## src/rtl/hdmi_capture_ctrl.sv

```systemverilog
// hdmi_capture_ctrl: sequences capture of the packed 2-pixel HDMI RX stream into the framebuffer write port.
//
// Measures the incoming frame geometry (pairs per line, lines per frame), locks once two
// consecutive frames measure identical and nonzero, then on arm_i captures one frame (or every
// frame while continuous_i is high) starting at a vsync rising edge. Pairs are written linearly
// from base_addr_i through a single output register with a valid/ready handshake.
//
// Ports:
//   clk_i, rst_i        pixel clock, synchronous active-high reset
//   link_up_i, enable_i must both be high to leave IDLE; dropping either returns to IDLE
//   vsync_i, de_i       RX timing; frame starts at vsync rising edge
//   pixel_i, pixel_valid_i  packed pixel pair {first, second} and its qualifier
//   arm_i               1-cycle capture request (also clears overflow_o)
//   continuous_i        re-arm automatically after each captured frame
//   base_addr_i         start pair address, sampled at frame start
//   wr_addr_o, wr_data_o, wr_valid_o, wr_ready_i  framebuffer write port
//   h_pairs_o, v_lines_o, locked_o  locked geometry
//   busy_o              waiting for vsync or capturing
//   done_o              1-cycle pulse per fully captured frame
//   overflow_o          sticky write overflow flag
//   frames_o, drops_o   only with HDMI_CAPTURE_STATS_EN defined: done and abort counters
module hdmi_capture_ctrl #(
    parameter int HCNT_W = 11,
    parameter int VCNT_W = 11,
    parameter int ADDR_W = 20
) (
    input  logic              clk_i,
    input  logic              rst_i,
    input  logic              link_up_i,
    input  logic              vsync_i,
    input  logic              de_i,
    input  logic [47:0]       pixel_i,
    input  logic              pixel_valid_i,
    input  logic              enable_i,
    input  logic              arm_i,
    input  logic              continuous_i,
    input  logic [ADDR_W-1:0] base_addr_i,
    output logic [ADDR_W-1:0] wr_addr_o,
    output logic [47:0]       wr_data_o,
    output logic              wr_valid_o,
    input  logic              wr_ready_i,
    output logic [HCNT_W-1:0] h_pairs_o,
    output logic [VCNT_W-1:0] v_lines_o,
    output logic              locked_o,
`ifdef HDMI_CAPTURE_STATS_EN
    output logic [15:0]       frames_o,
    output logic [15:0]       drops_o,
`endif
    output logic              busy_o,
    output logic              done_o,
    output logic              overflow_o
);
    localparam int PCNT_W = HCNT_W + VCNT_W;
    localparam logic [2:0] S_IDLE    = 3'd0;
    localparam logic [2:0] S_SYNC    = 3'd1;
    localparam logic [2:0] S_MEASURE = 3'd2;
    localparam logic [2:0] S_READY   = 3'd3;
    localparam logic [2:0] S_WAIT_VS = 3'd4;
    localparam logic [2:0] S_CAPTURE = 3'd5;

    logic [2:0]        state_q, state_d;
    logic              vsync_q, de_q;
    logic [HCNT_W-1:0] h_cnt_q, h_cnt_d, prev_h_q, prev_h_d, h_pairs_q, h_pairs_d, h_base;
    logic [VCNT_W-1:0] v_cnt_q, v_cnt_d, prev_v_q, prev_v_d, v_lines_q, v_lines_d, v_base;
    logic              locked_q, locked_d;
    logic [ADDR_W-1:0] addr_q, addr_d, wr_addr_q, wr_addr_d;
    logic [47:0]       wr_data_q, wr_data_d;
    logic              wr_valid_q, wr_valid_d, done_q, done_d, overflow_q, overflow_d;
    logic [PCNT_W-1:0] pair_cnt_q, pair_cnt_d, total;

    logic vs_rise, de_rise, pix, link_ok, meas_ok, meas_same, geom_same, last;

    assign vs_rise   = vsync_i & ~vsync_q;
    assign de_rise   = de_i & ~de_q;
    assign pix       = de_i & pixel_valid_i;
    assign link_ok   = enable_i & link_up_i;
    // The measurement taken at vs_rise is the counter value before this cycle's clear.
    assign meas_ok   = (h_cnt_q != '0) && (v_cnt_q != '0) && (h_cnt_q != '1) && (v_cnt_q != '1);
    assign meas_same = (h_cnt_q == prev_h_q) && (v_cnt_q == prev_v_q);
    assign geom_same = (h_cnt_q == h_pairs_q) && (v_cnt_q == v_lines_q);
    assign total     = PCNT_W'(h_pairs_q) * PCNT_W'(v_lines_q);
    assign last      = pair_cnt_q == total;

    // h restarts on each DE run and at frame start; both counters saturate at all-ones.
    assign h_base  = (vs_rise || de_rise) ? '0 : h_cnt_q;
    assign h_cnt_d = h_base + HCNT_W'(pix && (h_base != '1));
    assign v_base  = vs_rise ? '0 : v_cnt_q;
    assign v_cnt_d = v_base + VCNT_W'(de_rise && (v_base != '1));

    always_comb begin
        state_d    = state_q;
        prev_h_d   = prev_h_q;
        prev_v_d   = prev_v_q;
        h_pairs_d  = h_pairs_q;
        v_lines_d  = v_lines_q;
        locked_d   = locked_q;
        addr_d     = addr_q;
        pair_cnt_d = pair_cnt_q;
        wr_addr_d  = wr_addr_q;
        wr_data_d  = wr_data_q;
        wr_valid_d = wr_valid_q & ~wr_ready_i;
        done_d     = 1'b0;
        overflow_d = overflow_q & ~arm_i;
        if (!link_ok) begin
            state_d    = S_IDLE;
            locked_d   = 1'b0;
            wr_valid_d = 1'b0;
        end else begin
            case (state_q)
                S_IDLE: state_d = S_SYNC;
                S_SYNC: begin
                    if (vs_rise) begin
                        state_d  = S_MEASURE;
                        prev_h_d = '0;
                        prev_v_d = '0;
                    end
                end
                S_MEASURE: begin
                    if (vs_rise && meas_ok && meas_same) begin
                        state_d   = S_READY;
                        locked_d  = 1'b1;
                        h_pairs_d = h_cnt_q;
                        v_lines_d = v_cnt_q;
                    end else if (vs_rise) begin
                        prev_h_d = h_cnt_q;
                        prev_v_d = v_cnt_q;
                    end
                end
                S_READY: begin
                    if (arm_i) begin
                        state_d = S_WAIT_VS;
                    end else if (vs_rise && !geom_same) begin
                        state_d  = S_MEASURE;
                        locked_d = 1'b0;
                        prev_h_d = h_cnt_q;
                        prev_v_d = v_cnt_q;
                    end
                end
                S_WAIT_VS: begin
                    if (vs_rise) begin
                        state_d    = S_CAPTURE;
                        addr_d     = base_addr_i;
                        pair_cnt_d = '0;
                    end
                end
                S_CAPTURE: begin
                    if (wr_valid_q && wr_ready_i && last) begin
                        done_d  = 1'b1;
                        state_d = continuous_i ? S_WAIT_VS : S_READY;
                    end else if (vs_rise) begin
                        // Frame ended before the expected pair count: geometry is no longer trusted.
                        state_d    = S_MEASURE;
                        locked_d   = 1'b0;
                        wr_valid_d = 1'b0;
                        prev_h_d   = h_cnt_q;
                        prev_v_d   = v_cnt_q;
                    end else if (pix && !last) begin
                        if (wr_valid_q && !wr_ready_i) begin
                            overflow_d = 1'b1;
                            wr_valid_d = 1'b0;
                            state_d    = continuous_i ? S_WAIT_VS : S_READY;
                        end else begin
                            wr_valid_d = 1'b1;
                            wr_addr_d  = addr_q;
                            wr_data_d  = pixel_i;
                            addr_d     = addr_q + 1'b1;
                            pair_cnt_d = pair_cnt_q + 1'b1;
                        end
                    end
                end
                default: state_d = S_IDLE;
            endcase
        end
    end

    always_ff @(posedge clk_i) begin
        if (rst_i) begin
            state_q    <= S_IDLE;
            vsync_q    <= 1'b0;
            de_q       <= 1'b0;
            h_cnt_q    <= '0;
            v_cnt_q    <= '0;
            prev_h_q   <= '0;
            prev_v_q   <= '0;
            h_pairs_q  <= '0;
            v_lines_q  <= '0;
            locked_q   <= 1'b0;
            addr_q     <= '0;
            pair_cnt_q <= '0;
            wr_addr_q  <= '0;
            wr_data_q  <= '0;
            wr_valid_q <= 1'b0;
            done_q     <= 1'b0;
            overflow_q <= 1'b0;
        end else begin
            state_q    <= state_d;
            vsync_q    <= vsync_i;
            de_q       <= de_i;
            h_cnt_q    <= h_cnt_d;
            v_cnt_q    <= v_cnt_d;
            prev_h_q   <= prev_h_d;
            prev_v_q   <= prev_v_d;
            h_pairs_q  <= h_pairs_d;
            v_lines_q  <= v_lines_d;
            locked_q   <= locked_d;
            addr_q     <= addr_d;
            pair_cnt_q <= pair_cnt_d;
            wr_addr_q  <= wr_addr_d;
            wr_data_q  <= wr_data_d;
            wr_valid_q <= wr_valid_d;
            done_q     <= done_d;
            overflow_q <= overflow_d;
        end
    end

`ifdef HDMI_CAPTURE_STATS_EN
    logic [15:0] frames_q, frames_d, drops_q, drops_d;
    logic        abort;
    // Any exit from CAPTURE other than completion is an aborted capture.
    assign abort    = (state_q == S_CAPTURE) && (state_d != S_CAPTURE) && !done_d;
    assign frames_d = frames_q + 16'(done_d);
    assign drops_d  = drops_q + 16'(abort);
    always_ff @(posedge clk_i) begin
        if (rst_i) begin
            frames_q <= '0;
            drops_q  <= '0;
        end else begin
            frames_q <= frames_d;
            drops_q  <= drops_d;
        end
    end
    assign frames_o = frames_q;
    assign drops_o  = drops_q;
`endif

    assign wr_addr_o  = wr_addr_q;
    assign wr_data_o  = wr_data_q;
    assign wr_valid_o = wr_valid_q;
    assign h_pairs_o  = h_pairs_q;
    assign v_lines_o  = v_lines_q;
    assign locked_o   = locked_q;
    assign busy_o     = (state_q == S_WAIT_VS) || (state_q == S_CAPTURE);
    assign done_o     = done_q;
    assign overflow_o = overflow_q;
endmodule

```

## config.mk

```make
export PLATFORM = sky130hd
export DESIGN_NAME = hdmi_capture_ctrl
export DESIGN_NICKNAME = d
export VERILOG_FILES = /design/src/rtl/hdmi_capture_ctrl.sv
export SDC_FILE = /design/constraint.sdc
export NUM_CORES = 1
export LEC_CHECK = 0
export BUFFER_PORTS_ARGS = -buffer_cell sky130_fd_sc_hd__buf_2
export CAP_MARGIN = 20
export CORE_MARGIN = 2
export CORE_UTILIZATION = 59
export CTS_CLUSTER_DIAMETER = 40
export CTS_CLUSTER_SIZE = 10
export DETAILED_ROUTE_END_ITERATION = 8
export GPL_ROUTABILITY_DRIVEN = 0
export GPL_TIMING_DRIVEN = 1
export MAX_ROUTING_LAYER = met4
export PLACE_DENSITY = 0.84
export SETUP_SLACK_MARGIN = 0.3
export SYNTH_ARGS = -nofsm -noshare
export SYNTH_HDL_FRONTEND = slang
export SYNTH_SLANG_ARGS = --single-unit
```

## constraint.sdc

```tcl
create_clock -name clk_i -period 7.3 [get_ports clk_i]
set_input_delay 1.095 -clock clk_i [delete_from_list [all_inputs] [get_ports clk_i]]
set_output_delay 1.095 -clock clk_i [all_outputs]
set_load 0.02 [all_outputs]
```

==> metrics.cfg <==
[sta]
worst_slew_pin_slew_ns = 1.094
period_share_pct = 89.71
skew_ns = 0.02622
finalCriticalPeriod_ns = 6.549
finalHoldViolations = 0
fin_setup_tns_ns = 0
setup_viol = 0
rsz0062_at_grt = no
maxSlewViolCount = 0
fmax_ghz = 0.1527
slew_headroom_pct = 26.38

[worst_setup_path]
cp_max_fo = 34
required_ns = 7.61
crit_type = flip-flop to flip-flop
cp-end-kind = flip-flop
crit_path_start_kind = flip-flop
cp.arrival_ns = 6.86

[power_and_ir_drop]
p_int_w = 0.001531
powerDensity_nw_per_um2 = 144.0
switching_share_pct = 27.13
p_clk_share_pct = 48.1
power_switching_w = 0.0005700
leakage_nw = 6.826
seqPwrFrac_pct = 48.3
p_comb_share_pct = 3.6
vdd_ir_drop_max_mv = 0.2124

[yosys]
yosysWarningCount = 0
syn-cell-area_um2 = 12970
synth_edf_count = 0
synth-seq-cells = 185
syn-num-nets = 1715
async_flop_share_pct = 0
synth.distinct_cells = 73
yosysSeqAreaShare_pct = 28.55
syn_inst = 1491
avgSynthCellArea_um2 = 8.699
synth-main-ff-cell = dfxtp_1

[floorplan]
die_area_um2 = 23180
die_y_um = 152.3
die_w_um = 152.3
start_util_pct = 59.80
io_pins = 173
core_um2 = 21690
fp-row-count = 54

[drt]
drtAntennaViolNets = 0
vias = 11500
viasPerCell = 6.072
drc = 0
drt-initial-drc-count = 1007
firstDrtPassIters = 6
routed_wl_um = 33390
wire_per_inst_um = 17.64

[clock_network]
clock_path_buffers = 2
h-tree-depth = 4
cts_sinks = 185
ctsHoldBuffers = 0
cts_root_buf = clkbuf_16
clkTransAtPathRegs_ns = 0.08
numCtsBuffers = 17
clkLatencyLatePin_ns = 0.46
tritoncts = yes

[final_layout]
syn_to_final_growth_pct = 12.51
drive_gt1_share_pct = 16.34
final_cell_count_no_fill = 1893
final_cell_mix = dfxtp_1 (172), buf_2 (171), nand2_1 (150)
nets = 1821
final_common_cell = dfxtp_1

[grt]
overflow = 0
antenna_found_initial = 3
track_usage_pct = 29.38
grt_max_degree = 81
grt_pass1_vias = 11100
grt_pass1_wl_um = 55080

[run]
drv_cap = 0

[placed_design]
hpwl_um = 24020
dp_cells = 1857
portBuffers = 172

[run_status]
status = complete, no violations

[worst_hold_path]
hp-class = flip-flop to flip-flop

[logic make-up after synthesis]
| kind of cell | Yosys count | synth area share, % |
|---|---|---|
| compound gates | 234 | 12.47 |
| xor+xnor | 88 | 5.943 |
| fa+ha+maj | 146 | 18.72 |
| buf+inv | 198 | 6.270 |
| flops | 185 | 28.55 |
| mux | 95 | 7.332 |
| simple gates | 545 | 20.71 |
[synth_stat cells (4+ instances only)]
master    number  area share, %
dfxtp_1      185             29
nand2_1      150            4.3
nor2_1       141            4.1
mux2i_1       95            7.3
inv_1         94            2.7
clkbuf_1      83            2.4
fa_1          80             12
a21oi_1       71            2.7
ha_1          66            6.4
xor2_1        62            4.2
and2_1        51            2.5
o21ai_0       48            1.9
nor3_1        32            1.2
nand4_1       29            1.4
nand3_1       26            1.0
xnor2_1       26            1.8
or3_1         24            1.2
a22o_1        22            1.5
and3_1        20           0.96
nor4_1        19           0.92
nor2b_1       11           0.53
a22oi_1       10           0.58
a21o_1         9           0.52
o32ai_1        9           0.61
or4_1          9           0.52
a31o_2         8           0.54
buf_2          8           0.31
nand2b_1       8           0.39
a211oi_1       7           0.41
or2_2          7           0.34
buf_4          6           0.35
o211ai_1       6           0.35
and4_1         5           0.34
buf_6          5           0.43
a311oi_1       4           0.27
o31ai_1        4           0.23
[worst max-delay path, cell delays in order, from the launching register on]
cell       delay, ns
dfxtp_2         0.51
nand2_1         0.14
fa_1            0.58
fa_1            0.45
fa_1            0.56
fa_1            0.55
fa_1            0.55
inv_1           0.04
ha_1            0.37
a21oi_1         0.24
o21ai_1         0.19
a221oi_4        0.40
nand3_2         0.15
a2111oi_4       0.49
nand4_4         0.22
nand4_1         0.29
buf_8           0.36
mux2i_1         0.24
nor2_1          0.06
[final timing paths]
path	endpoint	cells after the start	startpoint	slack (ns)
worst max register to register	wr_addr_o[19]	18	v_lines_o[7]	0.75
worst min-delay path	overflow_o	2	overflow_o	0.49
worst min register to register	overflow_o	2	overflow_o	0.49
worst max-delay path	wr_addr_o[19]	18	v_lines_o[7]	0.75
[sequential cells by signal, summed over array words and instances (netlist names), 3 cells and up]
signal	cells
addr_q	20
h_cnt_q	11
h_pairs_o	11
pair_cnt_q	22
prev_h_q	11
prev_v_q	11
state_q	3
v_cnt_q	11
v_lines_o	11
wr_addr_o	20
wr_data_o	48
[what timing repair did]
item / 4_1_cts / 5_1_grt
setup endpoints to repair: 0 / 130
setup buffers: 0 / 0
gates resized for setup: 0 / 17
[per-layer routing]
layer	vias up	global-route usage (%)	share of wire, %
met5	-	-	0
li1	5333	-	-
met3	85	6.314	8.5
met1	5527	36.94	41
met4	0	9.835	2.7
met2	550	47.30	48
[cell type report]
class | count | area [um2]
Multi-Input combinational cell | 1108 | 8468
Fill cell | 1724 | 7096
Sequential cell | 185 | 3720
Timing Repair Buffer | 191 | 1031
Clock buffer | 17 | 425.4
Inverter | 94 | 352.8
Tap cell | 280 | 350.3
Clock inverter | 15 | 237.7
Antenna cell | 3 | 7.507
[power by group through the flow]
stage | combinational [W] | clock (W) | sequential, W
2_1_floorplan | 0.0000425 | 0 | 0.00103
3_3_place_gp | 0.0000712 | 0 | 0.00104
3_5_place_dp | 0.0000726 | 0 | 0.00104
4_1_cts | 0.0000735 | 0.00102 | 0.00101
5_1_grt | 0.0000812 | 0.00106 | 0.00101
6_report | 0.0000749 | 0.00101 | 0.00101
[per-stage QoR]
step | worst slack (ns) | power, W | area, um2 | util (%) | hold slack (ns)
after floorplan | 0.9873 | 0.001077 | 12970 | - | 0.4504
after global placement | 0.7330 | 0.001110 | 13890 | 64.02 | 0.4595
after detailed placement | 0.5459 | 0.001111 | 13890 | 64.02 | 0.4765
after CTS | 0.4955 | 0.002107 | 14550 | 67.08 | 0.4913
after global routing | 0.3768 | 0.002159 | 14590 | 67.28 | 0.5128
final | 0.7514 | 0.002101 | 14590 | 67.28 | 0.4879
(Power assumes the default switching activity.)
